==> src/rtl/mmio_uart_tx.sv <==
// mmio_uart_tx: bus-mapped 8N1 UART transmitter with TX FIFO and level irq.
// Ports: clk, rst (sync, high), ce/we/addr/sel/data_i/data_o bus, txd_o, irq_o.
// Optional irq logic enabled by defining MMIO_UART_TX_IRQ_EN.
module mmio_uart_tx #(
  parameter int unsigned FIFO_DEPTH  = 16,
  parameter logic [15:0] DEFAULT_DIV = 16'd434
) (
  input  logic        clk,
  input  logic        rst,
  input  logic        ce,
  input  logic        we,
  input  logic [31:0] addr,
  input  logic [3:0]  sel,
  input  logic [31:0] data_i,
  output logic [31:0] data_o,
  output logic        txd_o,
  output logic        irq_o
);

  localparam int PW = $clog2(FIFO_DEPTH);
  localparam int CW = PW + 1;

  typedef enum logic [1:0] {
    S_IDLE, S_START, S_DATA, S_STOP
  } state_e;

  logic [7:0]    mem [FIFO_DEPTH];
  logic [PW-1:0] wr_ptr_q, rd_ptr_q;
  logic [CW-1:0] count_q, count_d;
  logic          ovf_q, ovf_d;
  logic [15:0]   div_q;
  state_e        state_q, state_d;
  logic [15:0]   baud_q, baud_d;
  logic [7:0]    shift_q, shift_d;
  logic [2:0]    bitcnt_q, bitcnt_d;

  logic [1:0]  a;
  logic        wr_en, push_req, push_ok, pop;
  logic        full, empty, busy, bit_done;
  logic [15:0] div_m1;
  logic [8:0]  cnt_w;
  logic [31:0] ctrl_rd;

  assign a        = addr[3:2];
  assign wr_en    = ce & we;
  assign full     = (count_q == CW'(FIFO_DEPTH));
  assign empty    = (count_q == '0);
  assign push_req = wr_en & (a == 2'd0) & sel[0];
  assign push_ok  = push_req & ~full;
  assign pop      = (state_q == S_IDLE) & ~empty;
  assign cnt_w    = 9'(count_q);

  // Divisor 0 behaves as 1; compare against live register.
  assign div_m1   = (div_q == 16'd0) ? 16'd0 : div_q - 16'd1;
  assign bit_done = (baud_q >= div_m1);

  always_ff @(posedge clk) begin
    if (push_ok) mem[wr_ptr_q] <= data_i[7:0];
  end

  always_comb begin
    count_d = count_q;
    unique case ({push_ok, pop})
      2'b10:   count_d = count_q + CW'(1);
      2'b01:   count_d = count_q - CW'(1);
      default: count_d = count_q;
    endcase
    ovf_d = ovf_q;
    if (push_req && full)
      ovf_d = 1'b1;
    else if (wr_en && a == 2'd1 && sel[0] && data_i[3])
      ovf_d = 1'b0;
  end

  always_ff @(posedge clk) begin
    if (rst) begin
      wr_ptr_q <= '0;
      rd_ptr_q <= '0;
      count_q  <= '0;
      ovf_q    <= 1'b0;
      div_q    <= DEFAULT_DIV;
    end else begin
      if (push_ok) wr_ptr_q <= wr_ptr_q + PW'(1);
      if (pop)     rd_ptr_q <= rd_ptr_q + PW'(1);
      count_q <= count_d;
      ovf_q   <= ovf_d;
      if (wr_en && a == 2'd3) begin
        if (sel[0]) div_q[7:0]  <= data_i[7:0];
        if (sel[1]) div_q[15:8] <= data_i[15:8];
      end
    end
  end

  always_ff @(posedge clk) begin
    if (rst) begin
      state_q  <= S_IDLE;
      baud_q   <= '0;
      shift_q  <= '0;
      bitcnt_q <= '0;
    end else begin
      state_q  <= state_d;
      baud_q   <= baud_d;
      shift_q  <= shift_d;
      bitcnt_q <= bitcnt_d;
    end
  end

  always_comb begin
    state_d  = state_q;
    baud_d   = baud_q;
    shift_d  = shift_q;
    bitcnt_d = bitcnt_q;
    unique case (state_q)
      S_IDLE: begin
        if (!empty) begin
          shift_d = mem[rd_ptr_q];
          baud_d  = '0;
          state_d = S_START;
        end
      end
      S_START: begin
        if (bit_done) begin
          baud_d   = '0;
          bitcnt_d = '0;
          state_d  = S_DATA;
        end else begin
          baud_d = baud_q + 16'd1;
        end
      end
      S_DATA: begin
        if (bit_done) begin
          baud_d   = '0;
          shift_d  = {1'b0, shift_q[7:1]};
          bitcnt_d = bitcnt_q + 3'd1;
          if (bitcnt_q == 3'd7) state_d = S_STOP;
        end else begin
          baud_d = baud_q + 16'd1;
        end
      end
      S_STOP: begin
        if (bit_done) begin
          baud_d  = '0;
          state_d = S_IDLE;
        end else begin
          baud_d = baud_q + 16'd1;
        end
      end
      default: state_d = S_IDLE;
    endcase
  end

  always_comb begin
    busy  = (state_q != S_IDLE);
    txd_o = 1'b1;
    unique case (state_q)
      S_START: txd_o = 1'b0;
      S_DATA:  txd_o = shift_q[0];
      default: txd_o = 1'b1;
    endcase
  end

`ifdef MMIO_UART_TX_IRQ_EN
  logic irq_en_q, irq_q;
  always_ff @(posedge clk) begin
    if (rst) begin
      irq_en_q <= 1'b0;
      irq_q    <= 1'b0;
    end else begin
      if (wr_en && a == 2'd2 && sel[0]) irq_en_q <= data_i[0];
      irq_q <= irq_en_q & empty & ~busy;
    end
  end
  assign irq_o   = irq_q;
  assign ctrl_rd = {31'b0, irq_en_q};
`else
  assign irq_o   = 1'b0;
  assign ctrl_rd = '0;
`endif

  always_comb begin
    data_o = '0;
    if (ce && !we) begin
      unique case (a)
        2'd0: data_o = '0;
        2'd1: data_o = {16'b0, cnt_w[7:0], 4'b0,
                        ovf_q, empty, full, busy};
        2'd2: data_o = ctrl_rd;
        2'd3: data_o = {16'b0, div_q};
        default: data_o = '0;
      endcase
    end
  end

  logic unused_bits;
  assign unused_bits = ^{addr[31:4], addr[1:0], sel[3:2],
                         data_i[31:16], cnt_w[8]};

endmodule

==> config.mk <==
export PLATFORM = sky130hd
export DESIGN_NAME = mmio_uart_tx
export DESIGN_NICKNAME = d
export VERILOG_FILES = /design/src/rtl/mmio_uart_tx.sv
export SDC_FILE = /design/constraint.sdc
export NUM_CORES = 1
export LEC_CHECK = 0
export CAP_MARGIN = 40
export CELL_PAD_IN_SITES_DETAIL_PLACEMENT = 1
export CELL_PAD_IN_SITES_GLOBAL_PLACEMENT = 1
export CORE_MARGIN = 2
export CORE_UTILIZATION = 41
export CTS_CLUSTER_DIAMETER = 30
export DETAILED_ROUTE_END_ITERATION = 12
export PLACE_DENSITY_LB_ADDON = 0.08
export REMOVE_ABC_BUFFERS = 1
export SYNTH_ARGS = -nofsm -noshare
export SYNTH_HDL_FRONTEND = slang
export SYNTH_SLANG_ARGS = --single-unit
==> constraint.sdc <==
create_clock -name clk -period 3.73 [get_ports clk]
set_input_delay 0.373 -clock clk [delete_from_list [all_inputs] [get_ports clk]]
set_output_delay 0.373 -clock clk [all_outputs]
set_load 0.01 [all_outputs]
==> PnR_summary.wiki <==
{| class="wikitable"
! Metric !! Value
|-
| Status || finished clean
|-
| Setup total negative slack || 0 ns
|-
| Final-report hold violation count || 0
|-
| Sequential standard cell area || 0.00511 mm²
|-
| Die X || 151 µm
|-
| Initial drt markers || 303
|-
| RePlAce Congestion || between 0.7 and 0.8
|-
| Seq cells post-synth || 191
|-
| Number of buffers on the longest clock path || 2
|-
| Tightest Hold Check Type || reg -> reg
|-
| Reg-to-reg endpoint || shift_q[6]
|-
| Capturing element type of the critical path || flop
|-
| Initial antenna violation count || 0
|-
| Final standard cell area without fillers || 0.0103 mm²
|-
| Number of global-route vias before repair || 5,919
|-
| Number of setup violations in the final report || 0
|-
| First element of the critical path || div_q[2]
|-
| Cell area after placement || 0.00965 mm²
|-
| Slew of the pin with the lowest slew margin || 0.843 ns
|-
| First-pass iteration count of the detailed router || 4
|-
| Max-slew violation count || 0
|-
| Master cell of the clock root buffer || sky130_fd_sc_hd__clkbuf_16
|-
| Number of routed nets with antenna violations || 0
|-
| Relative max-transition margin || 43.6%
|-
| Clock tree from TritonCTS || done
|-
| Residual DRC || 0
|-
| Combined area of all synthesized cells || 0.00884 mm²
|-
| Endpoint of the most critical setup path || shift_q[6]
|-
| Worst Path Class, Setup || reg -> reg
|-
| Routed length per instance || 20.3 µm
|-
| Average cell area after synthesis || 12.6 µm²
|-
| Htree depth || 4
|-
| Total congestion overflow || 0
|-
| Multi-input logic area || 0.00352 mm²
|-
| Data arrival, critical path || between 3 and 4 ns
|-
| Total vias in the final route || 5,641
|-
| Core occupancy in the finished layout || 48.9%
|-
| Starting density of the core || 41.9%
|-
| I/O pin count || 106
|-
| Count of buffers from port buffering || 40
|-
| Worst-skew pair later-pin latency || 0.44 ns
|-
| Worst clock skew || 0.0107 ns
|-
| Portion of the post-synthesis area used by sequential elements || 57.7%
|-
| Number of enable flip-flop cells after synthesis || 128
|-
| Pwr Density || 545 mW/mm²
|-
| Antenna Cells || 0
|-
| Clock transition at the registers of the reported paths || ~0.080 ns
|-
| Period utilization || a little over 90%
|-
| Fraction of final layout cells sized beyond drive strength 1 || between 10% and 20%
|-
| Start of the worst register-to-register path || div_q[2]
|-
| Power after layout || about 5.6 mW
|-
| Primary FF master, synth || sky130_fd_sc_hd__edfxtp_1
|-
| Count of yosys warnings during synthesis || 0
|-
| Half-perimeter wire length after detailed placement || 15.1 mm
|-
| Area leader, netlist || sky130_fd_sc_hd__edfxtp_1
|-
| Clock Sinks || 191
|-
| Die area || between 0.02 and 0.025 mm²
|-
| RSZ-0062 raised after global routing || no
|-
| Worst setup slack for register-to-register paths || 0.26 ns
|-
| Cts bufs inserted || 17
|-
| Mean number of vias per cell || 5.35
|-
| Crit Path Max Fanout || 15
|-
| Total wirelength of the detailed-routed design || 21.4 mm
|-
| Area share of the largest cell type after synthesis || a little over two fifths
|-
| Worst endpoint required time || 4.03 ns
|-
| Final standard cell count with taps included and fillers excluded || between 1k and 1.5k
|-
| Min Tclk post-route || 3.47 ns
|-
| Largest net degree at the start of global routing || 27
|-
| Pleak || 3.74 nW
|-
| All-layer global routing usage || roughly a fifth
|-
| Number of cells on the worst reg-to-reg path || 15
|-
| Highest ir drop seen on vdd || around 0.33 mV
|-
| Post-synthesis to final-layout area growth || 16.6%
|-
| Worst Setup Start Kind || flop
|-
| Peak Freq || 288 MHz
|-
| Mapped Cells || around 700
|-
| Maximum Capacitance Violations || 0
|-
| Number of distinct library cells after synthesis || 59
|-
| Area of the placeable core || 0.0211 mm²
|-
| Cell Rows || 53
|-
| Global-route wire length before repair || 33.2 mm
|-
| Cell types occupying the most area after synthesis || sky130_fd_sc_hd__edfxtp_1 (43%), sky130_fd_sc_hd__dfxtp_1 (14%), sky130_fd_sc_hd__mux4_2 (6.1%)
|-
| Filler cell count || ~2.2k
|-
| Proportion of synthesized flip-flops having asynchronous set or reset || 0%
|-
| Vertical die dimension || roughly 150 µm
|-
| Inst Count DP || approximately 1k
|-
| Number of nets at the end of the flow || 874
|}
-- what timing repair did --
action | 4_1_cts | 5_1_grt
resized for setup | 1 | 12
setup buffers | 0 | 1
hold buffers | 0 | 0
pin swaps | 0 | 1
endpoints found under the hold margin | 0 | 0
setup endpoints to repair | 2 | 29
-- cell usage after synthesis, types with 2 or more instances --
cell type                  number
sky130_fd_sc_hd__edfxtp_1     128
sky130_fd_sc_hd__nor2_1        88
sky130_fd_sc_hd__dfxtp_1       63
sky130_fd_sc_hd__nand2_1       53
sky130_fd_sc_hd__ha_1          35
sky130_fd_sc_hd__a21oi_1       27
sky130_fd_sc_hd__xor2_1        26
sky130_fd_sc_hd__nor3_1        25
sky130_fd_sc_hd__inv_1         24
sky130_fd_sc_hd__mux2i_1       24
sky130_fd_sc_hd__mux4_2        24
sky130_fd_sc_hd__mux2_2        23
sky130_fd_sc_hd__buf_4         17
sky130_fd_sc_hd__clkbuf_1      13
sky130_fd_sc_hd__buf_2         11
sky130_fd_sc_hd__nand3_1       10
sky130_fd_sc_hd__xnor2_1       10
sky130_fd_sc_hd__and2_1         9
sky130_fd_sc_hd__o22ai_1        9
sky130_fd_sc_hd__a221oi_1       7
sky130_fd_sc_hd__a311oi_1       7
sky130_fd_sc_hd__o21ai_0        6
sky130_fd_sc_hd__nand4_1        5
sky130_fd_sc_hd__and3_1         4
sky130_fd_sc_hd__nand2b_1       4
sky130_fd_sc_hd__or4_1          4
sky130_fd_sc_hd__buf_1          3
sky130_fd_sc_hd__nor2b_1        3
sky130_fd_sc_hd__nor4_1         3
sky130_fd_sc_hd__a21o_1         2
sky130_fd_sc_hd__nand3b_1       2
sky130_fd_sc_hd__o211ai_1       2
sky130_fd_sc_hd__o32ai_1        2
sky130_fd_sc_hd__o41ai_1        2
sky130_fd_sc_hd__or2_2          2
-- flip-flops by register name, summed over array words and instances (netlist names), named ones only --
signal / flops
baud_q: 16
mem: 128
count_q: 5
bitcnt_q: 3
shift_q: 8
state_q: 2
div_q: 16
ovf_q: 1
wr_ptr_q: 4
rd_ptr_q: 4
-- how the worst min path moves through the flow --
stage                     start     endpoint  cells past startpoint
floorplan                   rst   shift_q[0]                      1
global placement     shift_q[7]   shift_q[7]                      1
detailed placement  bitcnt_q[2]  bitcnt_q[2]                      2
CTS                 bitcnt_q[2]  bitcnt_q[2]                      2
global route        bitcnt_q[0]  bitcnt_q[0]                      2
finish              bitcnt_q[1]  bitcnt_q[1]                      2
-- layout by cell type (no fill, tap or decap), types with 10 or more instances in the layout --
cell and instances:
sky130_fd_sc_hd__nor2_1 88, sky130_fd_sc_hd__nor3_1 20, sky130_fd_sc_hd__mux2i_1 24, sky130_fd_sc_hd__a21oi_1 27, sky130_fd_sc_hd__edfxtp_1 128, sky130_fd_sc_hd__xnor2_1 10, sky130_fd_sc_hd__xor2_1 26, sky130_fd_sc_hd__clkbuf_16 17
sky130_fd_sc_hd__dfxtp_1 62, sky130_fd_sc_hd__conb_1 17, sky130_fd_sc_hd__clkdlybuf4s50_1 40, sky130_fd_sc_hd__nand3_1 10, sky130_fd_sc_hd__inv_1 24, sky130_fd_sc_hd__ha_1 35, sky130_fd_sc_hd__nand2_1 53, sky130_fd_sc_hd__mux2_2 23
sky130_fd_sc_hd__mux4_2 24, sky130_fd_sc_hd__buf_4 35
-- kinds of logic (layout without fill, tap and decap cells) --
kind of cell	Yosys count	count (layout)	share of synthesized area [%]
other	1	17	0.0424
buffers and inverters	69	131	3.89
AND/OR/NAND/NOR	223	223	12.0
flip-flops	191	191	57.7
multiplexers	71	71	11.8
XOR/XNOR	36	36	3.57
AO/OA/AOI/OAI	74	74	5.85
adder cells (fa/ha/maj)	36	36	5.18
-- metal layers --
metal | vias up | wire (µm) | global-route usage [%]
li1 | 2657 | - | -
met1 | 2877 | 10100 | 27.5
met2 | 88 | 10300 | 32.4
met3 | 19 | 723 | 3.70
met4 | 0 | 277 | 4.86
met5 | - | 0 | 0
-- worst max-delay path, stage by stage (launching register included) --
cell and delay (ns):
sky130_fd_sc_hd__dfxtp_1 0.32, sky130_fd_sc_hd__or4_4 0.57, sky130_fd_sc_hd__nor3_4 0.18, sky130_fd_sc_hd__nand2_1 0.12, sky130_fd_sc_hd__buf_4 0.16, sky130_fd_sc_hd__nor2_1 0.11, sky130_fd_sc_hd__xor2_1 0.15, sky130_fd_sc_hd__nand2_1 0.08
sky130_fd_sc_hd__ha_1 0.27, sky130_fd_sc_hd__nand4_1 0.19, sky130_fd_sc_hd__o21bai_1 0.16, sky130_fd_sc_hd__nor3_4 0.17, sky130_fd_sc_hd__or4b_1 0.46, sky130_fd_sc_hd__buf_4 0.20, sky130_fd_sc_hd__a21oi_1 0.14, sky130_fd_sc_hd__a311oi_1 0.06
-- where the power goes --
group	leakage [nW]	internal (mW)	switching (mW)
sequential	1.66	2.34	0.0795
clock	0.287	0.969	0.861
combinational	1.79	0.610	0.756
-- stage by stage --
stage,setup slack [ns],hold WS (ns)
floorplan,-0.113,0.445
global placement,0.0845,0.458
detailed placement,0.0336,0.490
CTS,0.0205,0.500
global route,0.0112,0.519
finish,0.259,0.497
-- final cells by class --
| class | instances | share of cell area (%) |
|---|---|---|
| flip-flops and latches | 191 | 49.5 |
| multi-input cells | 457 | 34.1 |
| repair buffers | 75 | 6.43 |
| clock buffers | 19 | 4.30 |
| well taps | 275 | 3.34 |
| clock inverters | 13 | 1.42 |
| inverters | 24 | 0.874 |
(Power assumes the default switching activity.)
